$ cat src/rtl/ps2_rx_fifo.sv
// PS/2 device-to-host receiver with a show-ahead byte FIFO and sticky error flags.
// The clock line is filtered, frames are checked for odd parity and stop bit, and the clock is inhibited while the FIFO is full.
module ps2_rx_fifo #(
  parameter int DEPTH_LOG2     = 4,
  parameter int FILTER_LEN     = 8,
  parameter int TIMEOUT_CYCLES = 9000
) (
  input  logic                  main_clk,
  input  logic                  main_reset,
  input  logic                  ps2_clock_in,
  input  logic                  ps2_data_in,
  output logic                  ps2_clock_pulldown,
  output logic                  ps2_data_pulldown,
  input  logic                  rd_en,
  output logic [7:0]            rd_data,
  output logic                  rd_valid,
  output logic [DEPTH_LOG2:0]   fifo_count,
  input  logic                  clear_flags,
  output logic                  overflow_flag,
  output logic                  parity_err_flag,
  output logic                  framing_err_flag
);

  localparam int DEPTH = 1 << DEPTH_LOG2;
  localparam int FW    = $clog2(FILTER_LEN + 1);
  localparam int TW    = $clog2(TIMEOUT_CYCLES + 1);

  typedef enum logic [1:0] {IDLE, RECV, DONE} state_t;

  logic clk_s1_q, clk_s2_q, dat_s1_q, dat_s2_q;
  logic filt_q, filt_d;
  logic [FW-1:0] filt_cnt_q, filt_cnt_d;
  logic ps2_edge;

  state_t state_q, state_d;
  logic [3:0] bit_cnt_q, bit_cnt_d;
  logic [9:0] shift_q, shift_d;
  logic [TW-1:0] to_cnt_q, to_cnt_d;
  logic push, set_pe, set_fe;

  logic [7:0] mem_q [DEPTH];
  logic [DEPTH_LOG2-1:0] wr_ptr_q, wr_ptr_d, rd_ptr_q, rd_ptr_d;
  logic [DEPTH_LOG2:0] count_q, count_d;
  logic pop, full, push_ok, set_ovf;
  logic ovf_q, ovf_d, pe_q, pe_d, fe_q, fe_d;

  always_ff @(posedge main_clk) begin
    if (main_reset) begin
      clk_s1_q   <= 1'b1;
      clk_s2_q   <= 1'b1;
      dat_s1_q   <= 1'b1;
      dat_s2_q   <= 1'b1;
      filt_q     <= 1'b1;
      filt_cnt_q <= '0;
    end else begin
      clk_s1_q   <= ps2_clock_in;
      clk_s2_q   <= clk_s1_q;
      dat_s1_q   <= ps2_data_in;
      dat_s2_q   <= dat_s1_q;
      filt_q     <= filt_d;
      filt_cnt_q <= filt_cnt_d;
    end
  end

  // Level flips only after FILTER_LEN consecutive disagreeing samples.
  always_comb begin
    filt_d     = filt_q;
    filt_cnt_d = '0;
    if (clk_s2_q != filt_q) begin
      if (filt_cnt_q == FW'(FILTER_LEN - 1)) filt_d = clk_s2_q;
      else filt_cnt_d = filt_cnt_q + 1'b1;
    end
  end

  assign ps2_edge = filt_q & ~filt_d;

  always_comb begin
    state_d   = state_q;
    bit_cnt_d = bit_cnt_q;
    shift_d   = shift_q;
    to_cnt_d  = to_cnt_q;
    push      = 1'b0;
    set_pe    = 1'b0;
    set_fe    = 1'b0;
    case (state_q)
      IDLE: begin
        to_cnt_d = '0;
        if (ps2_edge && !dat_s2_q) begin
          state_d   = RECV;
          bit_cnt_d = '0;
        end
      end
      RECV: begin
        if (ps2_edge) begin
          shift_d  = {dat_s2_q, shift_q[9:1]};
          to_cnt_d = '0;
          if (bit_cnt_q == 4'd9) state_d = DONE;
          else bit_cnt_d = bit_cnt_q + 4'd1;
        end else if (to_cnt_q == TW'(TIMEOUT_CYCLES)) begin
          set_fe    = 1'b1;
          state_d   = IDLE;
          bit_cnt_d = '0;
        end else begin
          to_cnt_d = to_cnt_q + 1'b1;
        end
      end
      DONE: begin
        state_d   = IDLE;
        bit_cnt_d = '0;
        // shift_q = {stop, parity, data[7:0]}
        if (!shift_q[9]) set_fe = 1'b1;
        else if (!(^shift_q[8:0])) set_pe = 1'b1;
        else push = 1'b1;
      end
      default: state_d = IDLE;
    endcase
  end

  assign full    = (count_q == (DEPTH_LOG2 + 1)'(DEPTH));
  assign rd_valid = (count_q != '0);
  assign pop     = rd_en && rd_valid;
  assign push_ok = push && (!full || pop);
  assign set_ovf = push && full && !pop;

  always_comb begin
    wr_ptr_d = wr_ptr_q;
    rd_ptr_d = rd_ptr_q;
    count_d  = count_q;
    if (push_ok) wr_ptr_d = wr_ptr_q + 1'b1;
    if (pop) rd_ptr_d = rd_ptr_q + 1'b1;
    case ({push_ok, pop})
      2'b10:   count_d = count_q + 1'b1;
      2'b01:   count_d = count_q - 1'b1;
      default: count_d = count_q;
    endcase
    ovf_d = (ovf_q & ~clear_flags) | set_ovf;
    pe_d  = (pe_q & ~clear_flags) | set_pe;
    fe_d  = (fe_q & ~clear_flags) | set_fe;
  end

  always_ff @(posedge main_clk) begin
    if (main_reset) begin
      state_q   <= IDLE;
      bit_cnt_q <= '0;
      shift_q   <= '0;
      to_cnt_q  <= '0;
      wr_ptr_q  <= '0;
      rd_ptr_q  <= '0;
      count_q   <= '0;
      ovf_q     <= 1'b0;
      pe_q      <= 1'b0;
      fe_q      <= 1'b0;
    end else begin
      state_q   <= state_d;
      bit_cnt_q <= bit_cnt_d;
      shift_q   <= shift_d;
      to_cnt_q  <= to_cnt_d;
      wr_ptr_q  <= wr_ptr_d;
      rd_ptr_q  <= rd_ptr_d;
      count_q   <= count_d;
      ovf_q     <= ovf_d;
      pe_q      <= pe_d;
      fe_q      <= fe_d;
    end
  end

  // Storage needs no reset: rd_data is masked while the FIFO is empty.
  always_ff @(posedge main_clk) begin
    if (push_ok) mem_q[wr_ptr_q] <= shift_q[7:0];
  end

  assign rd_data            = rd_valid ? mem_q[rd_ptr_q] : 8'h00;
  assign fifo_count         = count_q;
  assign ps2_clock_pulldown = (state_q == IDLE) && full;
  assign ps2_data_pulldown  = 1'b0;
  assign overflow_flag      = ovf_q;
  assign parity_err_flag    = pe_q;
  assign framing_err_flag   = fe_q;

endmodule

$ cat config.mk
export PLATFORM = sky130hd
export DESIGN_NAME = ps2_rx_fifo
export DESIGN_NICKNAME = d
export VERILOG_FILES = /design/src/rtl/ps2_rx_fifo.sv
export SDC_FILE = /design/constraint.sdc
export NUM_CORES = 1
export LEC_CHECK = 0
export CAP_MARGIN = 20
export CORE_ASPECT_RATIO = 1.25
export CORE_MARGIN = 2
export CORE_UTILIZATION = 60
export DETAILED_ROUTE_END_ITERATION = 8
export PLACE_DENSITY = 0.78
export SETUP_SLACK_MARGIN = 0.3
export SLEW_MARGIN = 20
export SYNTH_ARGS = -nofsm -noshare
export SYNTH_HDL_FRONTEND = slang
export SYNTH_SLANG_ARGS = --single-unit
export TNS_END_PERCENT = 5
$ cat constraint.sdc
create_clock -name main_clk -period 5.1 [get_ports main_clk]
set_input_delay 0.51 -clock main_clk [delete_from_list [all_inputs] [get_ports main_clk]]
set_output_delay 0.51 -clock main_clk [all_outputs]
set_load 0.01 [all_outputs]
==> results.py, run 1 <==
metrics = {
    "run_status": {
        "run_status": "finished, final reports clean",
    },
    "setup_path": {
        "crit_required_ps": 4590,
        "cp_top_family": "multiplexers",
        "cp_data_arrival_time_ps": 3330,
        "timing.critical_path.slowest_stage_cell": "sky130_fd_sc_hd__dfxtp_2",
        "cp_common_cell": "sky130_fd_sc_hd__mux4_2",
        "timing.critical_path.cells": "buf_4, mux4_2, mux4_2, and2_1, clkdlybuf4s50_1",
        "max_stage_delay_ps": 820,
        "crit_path_end_kind": "output pin",
        "timing.setup.critical_path_class": "flip-flop to output pin",
        "crit_path_start_kind": "flip-flop",
        "cp_max_fo": 21,
        "path_buf_inv": 2,
    },
    "logic_synthesis": {
        "ys_seq_elements": 187,
        "post_synthesis_simple_gate_area_fraction_pct": 10.2,
        "synth_area_leader_cell": "sky130_fd_sc_hd__edfxtp_1",
        "synth.distinct_cells": 60,
        "synth_compound_gate_area_share_pct": 3.85,
        "synth_most_common_cell": "sky130_fd_sc_hd__edfxtp_1",
        "synth_top_cell_area_share_pct": 49.1,
        "synth_top_cells_by_area": "sky130_fd_sc_hd__edfxtp_1 49%, sky130_fd_sc_hd__dfxtp_1 15%, sky130_fd_sc_hd__mux4_2 12%",
        "syn-instance-count": 525,
        "synth_enable_flop_cells": 128,
        "synthTopCellsByCount": "128 x sky130_fd_sc_hd__edfxtp_1, 62 x sky130_fd_sc_hd__nor2_1, 59 x sky130_fd_sc_hd__dfxtp_1",
        "yosys.area_share.adder_pct": 2.56,
        "main_combinational_cell_family_by_area_after_synthesis": "multiplexers",
        "mapped_avg_cell_area_sq_um": 14.9,
        "synthFlopType": "sky130_fd_sc_hd__edfxtp_1",
        "post_synth_instance_area_sq_um": 7830,
        "synth_async_sr_flop_share_pct": 0,
        "synthXorXnorAreaFrac_pct": 3.29,
        "mux_cell_area_share_after_synthesis_pct": 13.8,
        "synth_nets": 547,
        "synth_warn": 0,
        "ys_seq_area_share_pct": 64.2,
    },
    "placed_design": {
        "dpl_cell_area_sq_um": 8210,
        "placed_cells_incl_taps": 699,
        "placement.io_buffers": 23,
        "dpl.hpwl_microns": 9820,
        "gp_routability_congestion": 0.808,
    },
    "final_layout": {
        "drive_gt1_share_pct": 17.2,
        "utilization_pct": 68.9,
        "ant_cells": 0,
        "layout_cell_area_excl_fill_sq_um": 8770,
        "nets": 572,
        "layout-area-overhead-vs-synth_pct": 12.1,
        "final-instance-count-excl-fill": 731,
    },
    "sta": {
        "number_of_pins_with_negative_max_slew_slack_in_the_final_report": 0,
        "timing.setup.tns_ps": 0,
        "max_slew.worst_pin.slew_ps": 1040,
        "final_min_period_over_clock_period_pct": 75.2,
        "minimum_clock_period_ps": 3840,
        "slew_headroom_pct": 30.5,
        "finalHoldViolCount": 0,
        "worst_clock_skew_ps": 13.2,
        "setup_repair_after_global_routing_missed_its_margin": "no",
        "max_clock_freq_ghz": 0.261,
        "finalSetupViolCount": 0,
    },
    "pwr": {
        "seq_power_share_pct": 47.9,
        "power.internal_mw": 2.69,
        "power_switching_share_pct": 24.7,
        "leakagePower_nw": 2.98,
        "clock_share_of_power_pct": 34.3,
        "total_power_mw": 3.57,
        "peakVddDrop_mv": 0.237,
        "pd_cells_nw_per_um2": 407,
        "power.net_switching_mw": 0.881,
        "comb_power_share_pct": 17.8,
    },
    "floorplan": {
        "floorplan.initialDensity_pct": 61.5,
        "die_area_sq_um": 14000,
        "ios": 25,
        "floorplan.core_area_sq_um": 12700,
        "chipWidth_microns": 106,
        "rows": 46,
        "floorplan.die.height_microns": 132,
    },
    "clock_network": {
        "postCtsSetupRepairBufs": 0,
        "clock_latency_ps": 420,
        "cts_num_sinks": 187,
        "cts_root_buffer": "sky130_fd_sc_hd__clkbuf_16",
        "cts_resized": 0,
        "tritoncts": "yes",
        "clk_path_buf_depth": 2,
        "clkSlewWorstSetupHoldPaths_ps": 60,
        "cts_max_level": 4,
        "number_of_hold_buffers_added_after_cts": 0,
        "cts-buffers-inserted": 17,
    },
    "drt": {
        "firstDrtPassIters": 5,
        "initialDrtViolationCount": 295,
        "route.detailed.vias_per_inst": 5.95,
        "wl_met2_microns": 8280,
        "route.top_layer_used": "met4",
        "routed_wirelength_microns": 15200,
        "route.vias.total": 4352,
        "wl_per_cell_microns": 20.8,
        "route.layer.met1.wl_microns": 5810,
        "drtAntennaViolNets": 0,
        "detailroute.wirelength.met3_microns": 660,
        "detail_route.drc_violations": 0,
    },
    "hold_path": {
        "hold_class": "flip-flop to flip-flop",
    },
    "global_route": {
        "grt_max_degree": 33,
        "grt_util_all_layers_pct": 23.5,
        "first_global_vias": 4607,
        "grt_pass1_wl_microns": 24400,
        "grt_antenna_before_repair": 0,
        "globalRouteOverflowTotal": 0,
    },
    "job": {
        "maxCapViolations": 0,
    },
}
path summary, 6_finish.rpt:
check                                        startpoint                    end  slack, ps  cells after the start
worst max register to register  shift_q[4]$_SDFFE_PP0P_  mem_q[9][6]$_DFFE_PP_       1690                      6
worst max-delay path                          flip-flop             rd_data[5]       1260                      5
worst min-delay path                dat_s1_q$_SDFF_PP1_    dat_s2_q$_SDFF_PP1_        410                      1
worst min register to register      dat_s1_q$_SDFF_PP1_    dat_s2_q$_SDFF_PP1_        410                      1
state kept, by name, summed over array words and instances (netlist names), named ones only:
name              flops
rd_ptr_q              4
clk_s1_q              1
shift_q              10
filt_cnt_q            4
to_cnt_q             14
mem_q               128
filt_q                1
state_q               2
clk_s2_q              1
wr_ptr_q              4
dat_s2_q              1
bit_cnt_q             4
overflow_flag         1
framing_err_flag      1
parity_err_flag       1
fifo_count            5
dat_s1_q              1
cell type report:
type                            instances  area, sq um
Sequential cell                       187         5030
Fill cell                             849         3950
Multi-Input combinational cell        300         2640
Clock buffer                           23          503
Timing Repair Buffer                   29          275
Tap cell                              168          210
Clock inverter                          9         56.3
Inverter                               15         56.3
metal layers:
metal | vias up | track usage (%)
li1 | 2021 | -
met1 | 2156 | 27.0
met2 | 142 | 41.6
met3 | 33 | 4.91
met4 | 0 | 10.6
met5 | - | 0
power by group through the flow:
stage / combinational [mW] / clock (mW) / sequential [mW]
floorplan: 0.457 / 0 / 1.69
global placement: 0.618 / 0 / 1.74
detailed placement: 0.635 / 0 / 1.75
CTS: 0.640 / 1.25 / 1.71
global route: 0.687 / 1.31 / 1.72
finish: 0.637 / 1.23 / 1.71
placed cells by master (no fill, tap or decap), types with 3 or more instances in the layout:
cell                              instances
sky130_fd_sc_hd__a21oi_1                 13
sky130_fd_sc_hd__a22oi_1                  5
sky130_fd_sc_hd__and2_1                  11
sky130_fd_sc_hd__and3_1                   3
sky130_fd_sc_hd__buf_4                    6
sky130_fd_sc_hd__clkbuf_16               19
sky130_fd_sc_hd__clkdlybuf4s50_1         23
sky130_fd_sc_hd__dfxtp_1                 57
sky130_fd_sc_hd__edfxtp_1               128
sky130_fd_sc_hd__ha_1                    16
sky130_fd_sc_hd__inv_1                   15
sky130_fd_sc_hd__inv_4                    4
sky130_fd_sc_hd__mux2i_1                 13
sky130_fd_sc_hd__mux4_2                  40
sky130_fd_sc_hd__nand2_1                 21
sky130_fd_sc_hd__nand2b_1                 4
sky130_fd_sc_hd__nand3_1                 12
sky130_fd_sc_hd__nand3b_1                 3
sky130_fd_sc_hd__nand4_1                  5
sky130_fd_sc_hd__nor2_1                  62
sky130_fd_sc_hd__nor3_1                   7
sky130_fd_sc_hd__o21ai_0                  9
sky130_fd_sc_hd__o22ai_1                  3
sky130_fd_sc_hd__or2_2                    5
sky130_fd_sc_hd__xnor2_1                  9
sky130_fd_sc_hd__xor2_1                  15
per-stage QoR:
stage,worst slack (ps),hold WS (ps)
after floorplan,2220,389
after global placement,1690,391
after detailed placement,1620,403
after CTS,1190,419
after global routing,1070,443
final,1260,413
kinds of logic after synthesis:
kind of cell | count (synthesis)
fa+ha+maj | 16
buf+inv | 38
other cells | 1
compound gates | 46
mux | 56
flops | 187
simple gates | 155
xor+xnor | 26
(Power assumes the default switching activity.)
==> run 2: changes to the inputs <==
CORE_UTILIZATION = 55   (was 60)
PLACE_DENSITY = 0.75   (was 0.78)
clock period = 3.2 ns   (was 5.1 ns; I/O delays follow)
==> run 2 against run 1 <==
  * Sequential share of layout area decreased by 2.5 points
  * Highest routed layer unchanged
  * Critical path type unchanged
  * First-iteration DRC count grew 20%
  * Setup slack got worse by 1000 ps
  * Flip-flop and latch count is the same
  * Largest power group unchanged
  * Sequential power up 56%
==> results.py, run 2 (synthesis gave the netlist of run 1 again) <==
metrics = {
    "run_status": {
        "run_status": "finished, final reports clean",
    },
    "clock_network": {
        "clock_latency_ps": 420,
        "cts_max_level": 4,
        "cts_root_buffer": "sky130_fd_sc_hd__clkbuf_16",
        "clkSlewWorstSetupHoldPaths_ps": 70,
        "cts-buffers-inserted": 17,
        "clk_path_buf_depth": 2,
        "tritoncts": "yes",
        "cts_num_sinks": 187,
    },
    "global_route": {
        "globalRouteOverflowTotal": 0,
        "grt_antenna_before_repair": 0,
        "grt_util_all_layers_pct": 22.0,
        "first_global_vias": 4595,
        "grt_pass1_wl_microns": 25300,
        "grt_max_degree": 33,
    },
    "drt": {
        "drtAntennaViolNets": 0,
        "route.vias.total": 4528,
        "wl_per_cell_microns": 20.5,
        "detail_route.drc_violations": 0,
        "routed_wirelength_microns": 15900,
        "firstDrtPassIters": 4,
        "initialDrtViolationCount": 355,
        "route.detailed.vias_per_inst": 5.86,
    },
    "sta": {
        "slew_headroom_pct": 49.9,
        "timing.setup.tns_ps": 0,
        "finalHoldViolCount": 0,
        "worst_clock_skew_ps": 11.6,
        "finalWorstSetupSlack_ps": 248,
        "max_slew.worst_pin.slew_ps": 747,
        "finalSetupViolCount": 0,
        "minimum_clock_period_ps": 2950,
        "number_of_pins_with_negative_max_slew_slack_in_the_final_report": 0,
        "setup_repair_after_global_routing_missed_its_margin": "yes",
        "final_min_period_over_clock_period_pct": 92.3,
        "max_clock_freq_ghz": 0.339,
    },
    "setup_path": {
        "crit_path_start_kind": "flip-flop",
        "r2r-end": "fifo_count[4]$_SDFFE_PP0P_",
        "timing.critical_path.cells": "buf_12, buf_16, buf_4, mux4_2, mux4_2, and2_1, dlygate4sd2_1",
        "timing.setup.critical_path_class": "flip-flop to output pin",
        "crit_path_end_kind": "output pin",
        "reg2reg_from": "shift_q[3]$_SDFFE_PP0P_",
        "timing.critical_path.slowest_stage_cell": "sky130_fd_sc_hd__mux4_2",
        "cp_data_arrival_time_ps": 2630,
        "crit_required_ps": 2880,
        "max_stage_delay_ps": 530,
        "cp_common_cell": "sky130_fd_sc_hd__mux4_2",
        "rr_worst_depth": 9,
        "timing.reg2reg.setup_slack_ps": 290,
        "path_buf_inv": 4,
        "number_of_cells_on_the_critical_path": 7,
        "cp_max_fo": 11,
        "crit_path_end": "rd_data[3]",
        "cp_top_family": "multiplexers",
    },
    "pwr": {
        "pd_cells_nw_per_um2": 662,
        "leakagePower_nw": 3.24,
        "power_switching_share_pct": 24.7,
        "clock_share_of_power_pct": 36.1,
        "seq_power_share_pct": 43.8,
        "total_power_mw": 6.07,
        "comb_power_share_pct": 20.1,
        "power.internal_mw": 4.57,
        "peakVddDrop_mv": 0.474,
        "power.net_switching_mw": 1.50,
    },
    "final_layout": {
        "ant_cells": 0,
        "utilization_pct": 66.1,
        "layout.cells.most_common": "sky130_fd_sc_hd__edfxtp_1",
        "layout-area-overhead-vs-synth_pct": 17.3,
        "most-common-layout-cells": "128 x sky130_fd_sc_hd__edfxtp_1, 62 x sky130_fd_sc_hd__nor2_1, 58 x sky130_fd_sc_hd__dfxtp_1",
        "largest_register": "mem_q",
        "drive_gt1_share_pct": 21.7,
        "largestRegisters": "mem_q: 128 flops, to_cnt_q: 14 flops, shift_q: 10 flops",
        "nets": 607,
        "largest_reg_flops": 128,
    },
    "hold_path": {
        "min_delay_path_depth": 1,
        "hold_class": "flip-flop to flip-flop",
    },
    "placed_design": {
        "gp_routability_congestion": 0.812,
        "pre_cts_slack_ps": 292,
        "dpl.hpwl_microns": 9840,
        "placement.io_buffers": 23,
    },
    "floorplan": {
        "floorplan.initialDensity_pct": 56.4,
        "ios": 25,
        "die_area_sq_um": 15200,
        "chipWidth_microns": 111,
        "rows": 48,
        "floorplan.core_area_sq_um": 13900,
        "floorplan.die.height_microns": 137,
    },
    "job": {
        "maxCapViolations": 0,
    },
}
[run 2: area by class of cell]
| type | instances | area (sq um) |
|---|---|---|
| Fill cell | 926 | 4700 |
| Inverter | 15 | 56.3 |
| Clock buffer | 18 | 429 |
| Clock inverter | 14 | 191 |
| Sequential cell | 187 | 5030 |
| Timing Repair Buffer | 64 | 609 |
| Multi-Input combinational cell | 300 | 2640 |
| Tap cell | 175 | 219 |
[run 2: how the worst min path moves through the flow]
stage | start | to | slack, ps
floorplan | clk_s1_q$_SDFF_PP1_ | clk_s2_q$_SDFF_PP1_ | 390
global placement | dat_s1_q$_SDFF_PP1_ | dat_s2_q$_SDFF_PP1_ | 390
detailed placement | dat_s1_q$_SDFF_PP1_ | dat_s2_q$_SDFF_PP1_ | 400
CTS | dat_s1_q$_SDFF_PP1_ | dat_s2_q$_SDFF_PP1_ | 410
global route | clk_s1_q$_SDFF_PP1_ | clk_s2_q$_SDFF_PP1_ | 420
finish | clk_s1_q$_SDFF_PP1_ | clk_s2_q$_SDFF_PP1_ | 420
[run 2: metal layers]
metal	part of all wire (%)	up-vias	global-route usage [%]
met3	4.2	23	3.78
met4	1.5	0	7.29
met1	40	2279	27.4
li1	-	2097	-
met2	54	129	39.6
met5	0	-	0
[run 2: power groups by stage]
stage | Clock (mW) | Combinational [mW] | Sequential (mW)
global route | 2.31 | 1.30 | 2.67
finish | 2.19 | 1.22 | 2.66
global placement | 0 | 1.13 | 2.70
detailed placement | 0 | 1.16 | 2.71
CTS | 2.22 | 1.20 | 2.66
floorplan | 0 | 0.728 | 2.69
[run 2: per-stage QoR]
step | hold WS (ps) | cells | area [sq um]
floorplan | 389 | 525 | 7830
global placement | 392 | 729 | 8420
detailed placement | 398 | 729 | 8420
CTS | 414 | 767 | 9130
global route | 422 | 773 | 9180
finish | 419 | 773 | 9180
[run 2: what timing repair did]
| action | CTS | global route |
|---|---|---|
| hold buffers | 0 | 0 |
| setup buffers | 4 | 6 |
| gates resized for setup | 9 | 2 |
| endpoints found under the setup margin | 9 | 10 |
| gates cloned | 2 | 0 |
